--- src/rtl/mem_arbiter_pkg.sv ---
// Shared sizing, state encoding and controller request record for mem_arbiter.
package mem_arbiter_pkg;

    localparam int ADDR_W           = 32;
    localparam int DATA_W           = 32;
    localparam int LEN_W            = 3;
    localparam int DEF_STARVE_LIMIT = 4;

    // Instruction fetches are always full-word reads.
    localparam logic [LEN_W-1:0] IF_LEN = 3'd4;

    typedef enum logic [1:0] {
        IDLE    = 2'd0,
        BUSY_IF = 2'd1,
        BUSY_LS = 2'd2,
        DRAIN   = 2'd3
    } arb_state_e;

    typedef struct packed {
        logic              wr;
        logic [ADDR_W-1:0] addr;
        logic [LEN_W-1:0]  len;
        logic [DATA_W-1:0] wdata;
    } mc_req_t;

    function automatic int cnt_width(input int limit);
        return (limit < 1) ? 1 : $clog2(limit + 1);
    endfunction

endpackage

--- src/rtl/mem_arbiter.sv ---
// Two-requester (fetch / load-store) arbiter in front of a single memory controller.
// Define MEM_ARB_RR_EN for strict round-robin instead of LSB priority with a starvation limit.
module mem_arbiter
    import mem_arbiter_pkg::*;
#(
    parameter int STARVE_LIMIT = DEF_STARVE_LIMIT
) (
    input  logic              clk,
    input  logic              rst,
    input  logic              rdy,
    input  logic              rollback,
    input  logic              if_req,
    input  logic [ADDR_W-1:0] if_addr,
    output logic              if_done,
    output logic [DATA_W-1:0] if_data,
    input  logic              ls_req,
    input  logic              ls_wr,
    input  logic [ADDR_W-1:0] ls_addr,
    input  logic [LEN_W-1:0]  ls_len,
    input  logic [DATA_W-1:0] ls_wdata,
    output logic              ls_done,
    output logic [DATA_W-1:0] ls_rdata,
    output logic              mc_en,
    output logic              mc_wr,
    output logic [ADDR_W-1:0] mc_addr,
    output logic [LEN_W-1:0]  mc_len,
    output logic [DATA_W-1:0] mc_wdata,
    input  logic              mc_done,
    input  logic [DATA_W-1:0] mc_rdata
);

    arb_state_e        state_q, state_d;
    mc_req_t           mc_q, mc_d;
    logic              mc_en_q, mc_en_d;
    logic              if_done_q, if_done_d;
    logic              ls_done_q, ls_done_d;
    logic [DATA_W-1:0] if_data_q, if_data_d;
    logic [DATA_W-1:0] ls_rdata_q, ls_rdata_d;

    logic grant_ok;
    logic grant_if;
    logic grant_ls;
    logic flush;

`ifdef MEM_ARB_RR_EN
    logic last_if_q, last_if_d;
`else
    localparam int CNT_W = cnt_width(STARVE_LIMIT);
    logic [CNT_W-1:0] starve_q, starve_d;
    logic             starve_hit;

    assign starve_hit = (starve_q == CNT_W'(STARVE_LIMIT));
`endif

    // No grant while frozen, flushing, or while a done pulse gives the requester its turnaround cycle.
    assign grant_ok = (state_q == IDLE) && rdy && !rollback && !if_done_q && !ls_done_q;

    always_comb begin : grant_select
        grant_if = 1'b0;
        grant_ls = 1'b0;
        if (grant_ok) begin
`ifdef MEM_ARB_RR_EN
            grant_if = if_req && (!ls_req || !last_if_q);
`else
            grant_if = if_req && (!ls_req || starve_hit);
`endif
            grant_ls = ls_req && !grant_if;
        end
    end

    // Stores cannot be abandoned once issued; fetches and loads can.
    assign flush = rollback &&
                   ((state_q == BUSY_IF) || ((state_q == BUSY_LS) && !mc_q.wr));

`ifdef MEM_ARB_RR_EN
    always_comb begin : rr_next
        last_if_d = last_if_q;
        if (grant_if) begin
            last_if_d = 1'b1;
        end else if (grant_ls) begin
            last_if_d = 1'b0;
        end
    end
`else
    always_comb begin : starve_next
        starve_d = starve_q;
        if (rdy) begin
            if (!if_req || grant_if) begin
                starve_d = '0;
            end else if (grant_ls && !starve_hit) begin
                starve_d = starve_q + CNT_W'(1);
            end
        end
    end
`endif

    always_ff @(posedge clk or posedge rst) begin : state_reg
        if (rst) begin
            state_q    <= IDLE;
            mc_q       <= '0;
            mc_en_q    <= 1'b0;
            if_done_q  <= 1'b0;
            ls_done_q  <= 1'b0;
            if_data_q  <= '0;
            ls_rdata_q <= '0;
`ifdef MEM_ARB_RR_EN
            last_if_q  <= 1'b0;
`else
            starve_q   <= '0;
`endif
        end else begin
            state_q    <= state_d;
            mc_q       <= mc_d;
            mc_en_q    <= mc_en_d;
            if_done_q  <= if_done_d;
            ls_done_q  <= ls_done_d;
            if_data_q  <= if_data_d;
            ls_rdata_q <= ls_rdata_d;
`ifdef MEM_ARB_RR_EN
            last_if_q  <= last_if_d;
`else
            starve_q   <= starve_d;
`endif
        end
    end

    always_comb begin : state_next
        state_d = state_q;
        if (rdy) begin
            unique case (state_q)
                IDLE: begin
                    if (grant_if) begin
                        state_d = BUSY_IF;
                    end else if (grant_ls) begin
                        state_d = BUSY_LS;
                    end
                end
                BUSY_IF, BUSY_LS: begin
                    if (mc_done) begin
                        state_d = IDLE;
                    end else if (flush) begin
                        state_d = DRAIN;
                    end
                end
                DRAIN: begin
                    if (mc_done) begin
                        state_d = IDLE;
                    end
                end
                default: state_d = IDLE;
            endcase
        end
    end

    always_comb begin : output_next
        mc_d       = mc_q;
        mc_en_d    = mc_en_q;
        if_done_d  = if_done_q;
        ls_done_d  = ls_done_q;
        if_data_d  = if_data_q;
        ls_rdata_d = ls_rdata_q;
        if (rdy) begin
            if_done_d = 1'b0;
            ls_done_d = 1'b0;
            unique case (state_q)
                IDLE: begin
                    if (grant_if) begin
                        mc_d.wr    = 1'b0;
                        mc_d.addr  = if_addr;
                        mc_d.len   = IF_LEN;
                        mc_d.wdata = '0;
                        mc_en_d    = 1'b1;
                    end else if (grant_ls) begin
                        mc_d.wr    = ls_wr;
                        mc_d.addr  = ls_addr;
                        mc_d.len   = ls_len;
                        mc_d.wdata = ls_wdata;
                        mc_en_d    = 1'b1;
                    end
                end
                BUSY_IF: begin
                    if (mc_done) begin
                        mc_en_d = 1'b0;
                        if (!flush) begin
                            if_done_d = 1'b1;
                            if_data_d = mc_rdata;
                        end
                    end
                end
                BUSY_LS: begin
                    if (mc_done) begin
                        mc_en_d = 1'b0;
                        if (!flush) begin
                            ls_done_d  = 1'b1;
                            ls_rdata_d = mc_rdata;
                        end
                    end
                end
                DRAIN: begin
                    if (mc_done) begin
                        mc_en_d = 1'b0;
                    end
                end
                default: mc_en_d = 1'b0;
            endcase
        end
    end

    assign mc_en    = mc_en_q;
    assign mc_wr    = mc_q.wr;
    assign mc_addr  = mc_q.addr;
    assign mc_len   = mc_q.len;
    assign mc_wdata = mc_q.wdata;
    assign if_done  = if_done_q;
    assign if_data  = if_data_q;
    assign ls_done  = ls_done_q;
    assign ls_rdata = ls_rdata_q;

endmodule
--- config.mk ---
export PLATFORM = sky130hd
export DESIGN_NAME = mem_arbiter
export DESIGN_NICKNAME = d
export VERILOG_FILES = /design/src/rtl/mem_arbiter_pkg.sv /design/src/rtl/mem_arbiter.sv
export SDC_FILE = /design/constraint.sdc
export NUM_CORES = 1
export LEC_CHECK = 0
export BUFFER_PORTS_ARGS = -buffer_cell sky130_fd_sc_hd__buf_2
export CAP_MARGIN = 20
export CORE_MARGIN = 1.5
export CORE_UTILIZATION = 47
export DETAILED_ROUTE_END_ITERATION = 8
export PLACE_DENSITY = 0.81
export SLEW_MARGIN = 20
export SYNTH_ARGS = -nofsm -noshare
export SYNTH_HDL_FRONTEND = slang
export SYNTH_SLANG_ARGS = --single-unit
export TNS_END_PERCENT = 30
--- constraint.sdc ---
create_clock -name clk -period 4.4 [get_ports clk]
set_input_delay 0 -clock clk [delete_from_list [all_inputs] [get_ports clk]]
set_output_delay 0 -clock clk [all_outputs]
set_load 0.01 [all_outputs]
Word-level counts from Yosys, hierarchy flattened
Index checks and enable logic that the tools add are counted.
{"block": "op_classes", "add_sub_neg": 1, "n_eq_ne": 8, "mux": 20, "bitwise_logic": 1, "n_reduce_logical": 31}
{"operator": "68-bit two-way mux", "n": 2}
{"operator": "4-bit AND reduction", "n": 3}
{"operator": "2-bit two-way mux", "n": 5}
{"operator": "1-bit logical AND", "n": 9}
{"operator": "1-bit two-way mux", "n": 9}
{"operator": "1-bit logical NOT", "n": 8}
{"operator": "3-bit two-way mux", "n": 2}
{"operator": "3-bit inequality test, second input constant", "n": 2}
{"operator": "2-bit case mux with 3 select lines", "n": 1}
{"operator": "3-bit AND reduction", "n": 2}
{"operator": "2-bit equality test, second input constant", "n": 2}
{"operator": "2-bit nonzero test", "n": 2}
{"operator": "3-bit by 1-bit adder with 3-bit output, second input constant", "n": 1}
{"operator": "3-bit equality test, second input constant", "n": 1}
{"operator": "1-bit logical OR", "n": 3}
{"operator": "3-bit OR reduction", "n": 1}
{"operator": "2-bit by 1-bit equality test with 1-bit output, second input constant", "n": 1}
{"operator": "2-bit logical NOT", "n": 1}
{"operator": "2-bit by 1-bit inequality test with 1-bit output, second input constant", "n": 1}
{"operator": "2-bit inequality test, second input constant", "n": 1}
{"operator": "1-bit case mux with 2 select lines", "n": 1}
{"operator": "2-bit AND reduction", "n": 1}
{"operator": "2-bit OR reduction", "n": 1}
{"operator": "1-bit NOT", "n": 1}
{"block": "totals", "regBits": 140, "inputBits": 139, "output_inout_bits": 135, "word_cells": 72}

Logic depth before layout (Yosys ltp)
{"block": "logic_depth", "word_depth": 9, "mapped_depth": 8, "mapped_depth_nobuf": 6}

Worst setup path before layout
Ideal clock, no wire load.
{"block": "synth_timing", "path_type": "register to register", "start": "register state_q[1]", "end": "register ls_rdata_q[10] (netlist: ls_rdata[10])", "setup_ns": 0.125, "arrival_time_ns": 1.679, "t_required_ns": 4.275, "path_slack_ns": 2.596, "path_stages_with_launch": 7, "path_buffers": 1, "synth_period_minus_slack_ns": 1.804, "path_cell_list": "dfrtp_1 > inv_1 > ha_1 > nand2b_1 > a21oi_1 > buf_2 > mux2_2"}
{"block": "synth_between", "elab_chain_len": 6, "word_cells_on_any_way": 7, "cone_classes": "2 x eq/ne; 1 x bitwise; 4 x reduce/logical"}
{"element": "start: declaration", "line": "mem_arbiter.sv:32", "source": "arb_state_e state_q, state_d;"}
{"element": "start signal: assignment", "line": "mem_arbiter.sv:112", "source": "state_q <= state_d;"}
{"element": "2-bit equality test", "line": "mem_arbiter.sv:73, mem_arbiter.sv:165"}
{"element": "1-bit logical AND", "line": "mem_arbiter.sv:73", "source": "((state_q == BUSY_IF) || ((state_q == BUSY_LS) && !mc_q.wr));"}
{"element": "1-bit logical OR", "line": "mem_arbiter.sv:73"}
{"element": "1-bit logical AND", "line": "mem_arbiter.sv:72", "source": "assign flush = rollback &&"}
{"element": "1-bit NOT (no line)"}
{"element": "4-bit AND reduction (no line) (*)"}
{"element": "end signal: assignment", "line": "mem_arbiter.sv:118", "source": "ls_rdata_q <= ls_rdata_d;"}
{"element": "end: declaration", "line": "mem_arbiter.sv:38", "source": "logic [DATA_W-1:0] ls_rdata_q, ls_rdata_d;"}
Every way passes the cells marked *; elsewhere a longest branch is shown, timed or not.
A chain may end at the register's enable or synchronous reset.

Worst setup path after layout
{"block": "layout_timing", "start": "register starve_q[0]", "end": "register mc_q (netlist bit mc_addr[17])"}
{"block": "layout_between", "elab_chain_len": 8, "word_cells_on_any_way": 10, "cone_classes": "1 x eq/ne; 3 x mux; 6 x reduce/logical"}
{"element": "start: declaration", "line": "mem_arbiter.sv:49", "source": "logic [CNT_W-1:0] starve_q, starve_d;"}
{"element": "start signal: assignment", "line": "mem_arbiter.sv:122", "source": "starve_q <= starve_d;"}
{"element": "3-bit equality test (*)", "line": "mem_arbiter.sv:52", "source": "assign starve_hit = (starve_q == CNT_W'(STARVE_LIMIT));"}
{"element": "1-bit logical OR (*)", "line": "mem_arbiter.sv:65", "source": "grant_if = if_req && (!ls_req || starve_hit);"}
{"element": "1-bit logical AND (*)", "line": "mem_arbiter.sv:65"}
{"element": "1-bit logical NOT", "line": "mem_arbiter.sv:67", "source": "grant_ls = ls_req && !grant_if;"}
{"element": "1-bit logical AND", "line": "mem_arbiter.sv:67"}
{"element": "1-bit two-way mux", "line": "mem_arbiter.sv:61", "source": "if (grant_ok) begin"}
{"element": "2-bit nonzero test (no line)"}
{"element": "3-bit AND reduction (no line)"}
{"element": "end signal: assignment", "line": "mem_arbiter.sv:113", "source": "mc_q <= mc_d;"}
{"element": "end: declaration", "line": "mem_arbiter.sv:33", "source": "mc_req_t mc_q, mc_d;"}
Marked as above.

==> summary.txt <==
First-pass GRT wire length - 29860 um
Worst IR Drop VDD - 0.3284 mV
DR pass1 iterations - 6
Signal arrival time at the worst endpoint - 3110 ps
CTS tree - done
N_diodes - 0
Synth Warn # - 0
Tmin final - 2851 ps
Wire length per cell - 17.75 um
Period utilisation layout - 64.80%
Core Util, Final - 77.15%
Reg area - 3503 um2
Share of cells above drive strength 1 - 42.12%
Avg Synthesized Cell Area - 11.86 um2
Hold/Removal Path Class - in2reg
Number of synthesized flops with an enable pin - 0
Syn_nets - 637
Max cap viols - 0
Top FF cell, synth - dfrtp_1
Final hold vios - 0
Yosys top cell area share - 60.14%
First DRT Iteration DRCs - 360
Final setup viols - 0
GRT met3 Usage - 7.994%
NetSw - 2.032 mW
Reg2reg start - starve_q[0]
Critical-path top delay cell - and2_2
Root Driver - clkbuf_16
Placed cell count - 907
Starting Density - 48.30%
Reg2reg path depth - 7
Number of CTS-inserted buffers - 17
Max clock buf depth - 2
Crit. End Element - flop
Post-route cell area - 9305 um2
Worst Skew - 7.153 ps
Core region area - 12060 um2
Worst-margin pin slew - 1090 ps
Clk Latency, worst-skew pair - 410 ps
End point of the worst hold path - if_done
Die X - 114.3 um
Post-Route WL - 19080 um
Critical Path Fanout Max - 33
Syn Inst Count - 491
Grt met1 use - 32.68%
Clock network fraction of design power - 26.3%
Setup_tns - 0 ps
Synth area leader - dfrtp_1
Largest net degree at the start of global routing - 98
Die height - 114.3 um
Critical path launch point - starve_q[0]
Max incr delay on CP - 830 ps
# clock sinks - 140
DR vias/cell - 5.130
Run status - completed
Antenna-violating nets left - 0
FF+latch count, synth - 140
RSZ-0062 raised after global routing - no
Seq/Total Area, Yosys - 60.14%
Post-placement cell area - 7296 um2
P_leak - 4.803 nW
FILL cells - 670
Total number of vias - 5515
Vias in the first global route - 6005
Initial antenna violation count - 1
Global Route Usage Sum - 29.92%
# IOs - 274
CP Data Required Time - 4660 ps
Layout area overhead - 59.73%
Critical path cell sequence - inv_1 > ha_1 > a21bo_2 > and2_2 > mux2i_1 > dlygate4sd3_1 > o21ai_0
Hold depth - 3
Synthesized cell area - 5826 um2
Min-delay src - rollback
Fraction of registers with async set/reset - 100.0%
Final #Nets - 1040
DRC - 0
Cell Rows - 40
PortBufs - 273
Gr ovfl total - 0
Max_slew headroom - 27.19%
Post-synth cell types - 31
DP HPWL - 10550 um
Crit path max-delay family - simple AND/OR/NAND/NOR gates
Clock slew at reported path FFs - 60 ps
Achievable Freq - 0.3507 GHz
Hold Buf Count CTS - 136
# H-tree levels - 4
R2r setup slk - 1550 ps
WS Path Type - reg2reg
Area of the multi-input gates - 2151 um2
Placer congestion estimate - 0.8079
GR Util met2 - 53.53%
Final non-filler cell total - 1075
Setup bufs post-CTS - 0
R2r endpoint - mc_addr[17]
Internal - 3.898 mW
Sequential power share - 38.4%
Switching Share - 34.27%
Max Slew Vio Count - 0
Cell Pwr Density - 637.3 nW/um2
CTS-repair resized insts - 0
Comb power frac - 35.3%
Full die area - 13070 um2
CP bufs+invs - 2
Top cells by area, synth - dfrtp_1 60%, mux2_2 12%, nand2_1 7.0%
Top Usage Layer GRT - met2
Crit start category - flop
Hold WS - 32.30 ps
## cells by family after synthesis
logic type	after synthesis	synth area share (%)
flip-flops	140	60.14
AND/OR/NAND/NOR	125	9.128
multiplexers	98	18.23
AO/OA/AOI/OAI	83	7.689
buffers and inverters	37	3.157
adder cells (fa/ha/maj)	7	1.503
XOR/XNOR	1	0.1504
## tightest hold or removal path, stage by stage
cell      delay [ps]
buf_2            150
nand4b_1         150
o21ai_0           90
## placed cells by master, fill, tap and decap left out, types with 2 or more instances in the layout
master and instances:
o21ai_0 34, nor2b_1 2, nand2b_1 3, clkinvlp_4 2, ha_1 7, dfrtp_1 140, dlygate4sd3_1 136, nor2_1 3
nand3_1 3, nand2_1 108, clkinv_2 6, mux2i_1 33, bufinv_16 5, buf_4 4, clkbuf_8 2, clkbuf_16 17
mux2_2 64, inv_1 7, o21ai_1 40, buf_2 273
## power groups by stage
| stage | sequential [mW] | clock, mW | combinational [mW] |
|---|---|---|---|
| final | 2.28 | 1.56 | 2.09 |
| after global routing | 2.33 | 1.64 | 2.28 |
| after CTS | 2.23 | 1.58 | 2.02 |
| after detailed placement | 2.23 | 0 | 1.92 |
| after global placement | 2.21 | 0 | 1.83 |
| after floorplan | 2.51 | 0 | 0.742 |
## metrics by stage
stage,power (mW),setup slack [ps]
after floorplan,3.249,647.1
after global placement,4.039,2070
after detailed placement,4.149,1948
after CTS,5.828,1758
after global routing,6.250,1401
final,5.930,1549
## Yosys cell counts, drive strengths merged (2+ instances only)
cell type,count
a21oi,2
buf,16
clkbuf,13
dfrtp,140
ha,7
inv,8
mux2,65
mux2i,33
nand2,108
nand2b,3
nand3,4
nor2,3
nor2b,2
o21ai,74
## layout make-up
class,instances,area share [%]
clock inverters,13,2.098
clock buffers,19,4.868
flip-flops and latches,140,37.65
multi-input cells,314,23.11
repair buffers,413,29.64
inverters,8,0.3765
well taps,168,2.259
## flip-flops by register name, summed over array words and instances (netlist names)
register,count
mc_len,3
starve_q,3
if_data,32
mc_wr,1
mc_wdata,32
mc_addr,32
mc_en,1
ls_done,1
ls_rdata,32
if_done,1
state_q,2
## how the worst max path moves through the flow
stage	to	slack, ps	cells past startpoint
floorplan	if_data[0]	650	1
global placement	mc_addr[2]	2070	5
detailed placement	mc_wdata[17]	1950	5
CTS	mc_addr[20]	1760	7
finish	mc_addr[17]	1550	7
global route	mc_addr[17]	1400	7
## layer usage
metal  routed length [um]  share of wire, %  vias to the layer above
li1                     -                 -                     2474
met5                   13             0.068                        -
met1                 7011                37                     2639
met4                  697               3.7                        2
met3                 1550               8.1                       66
met2                 9805                51                      334
Note: power is estimated with default switching activity, not from simulation.
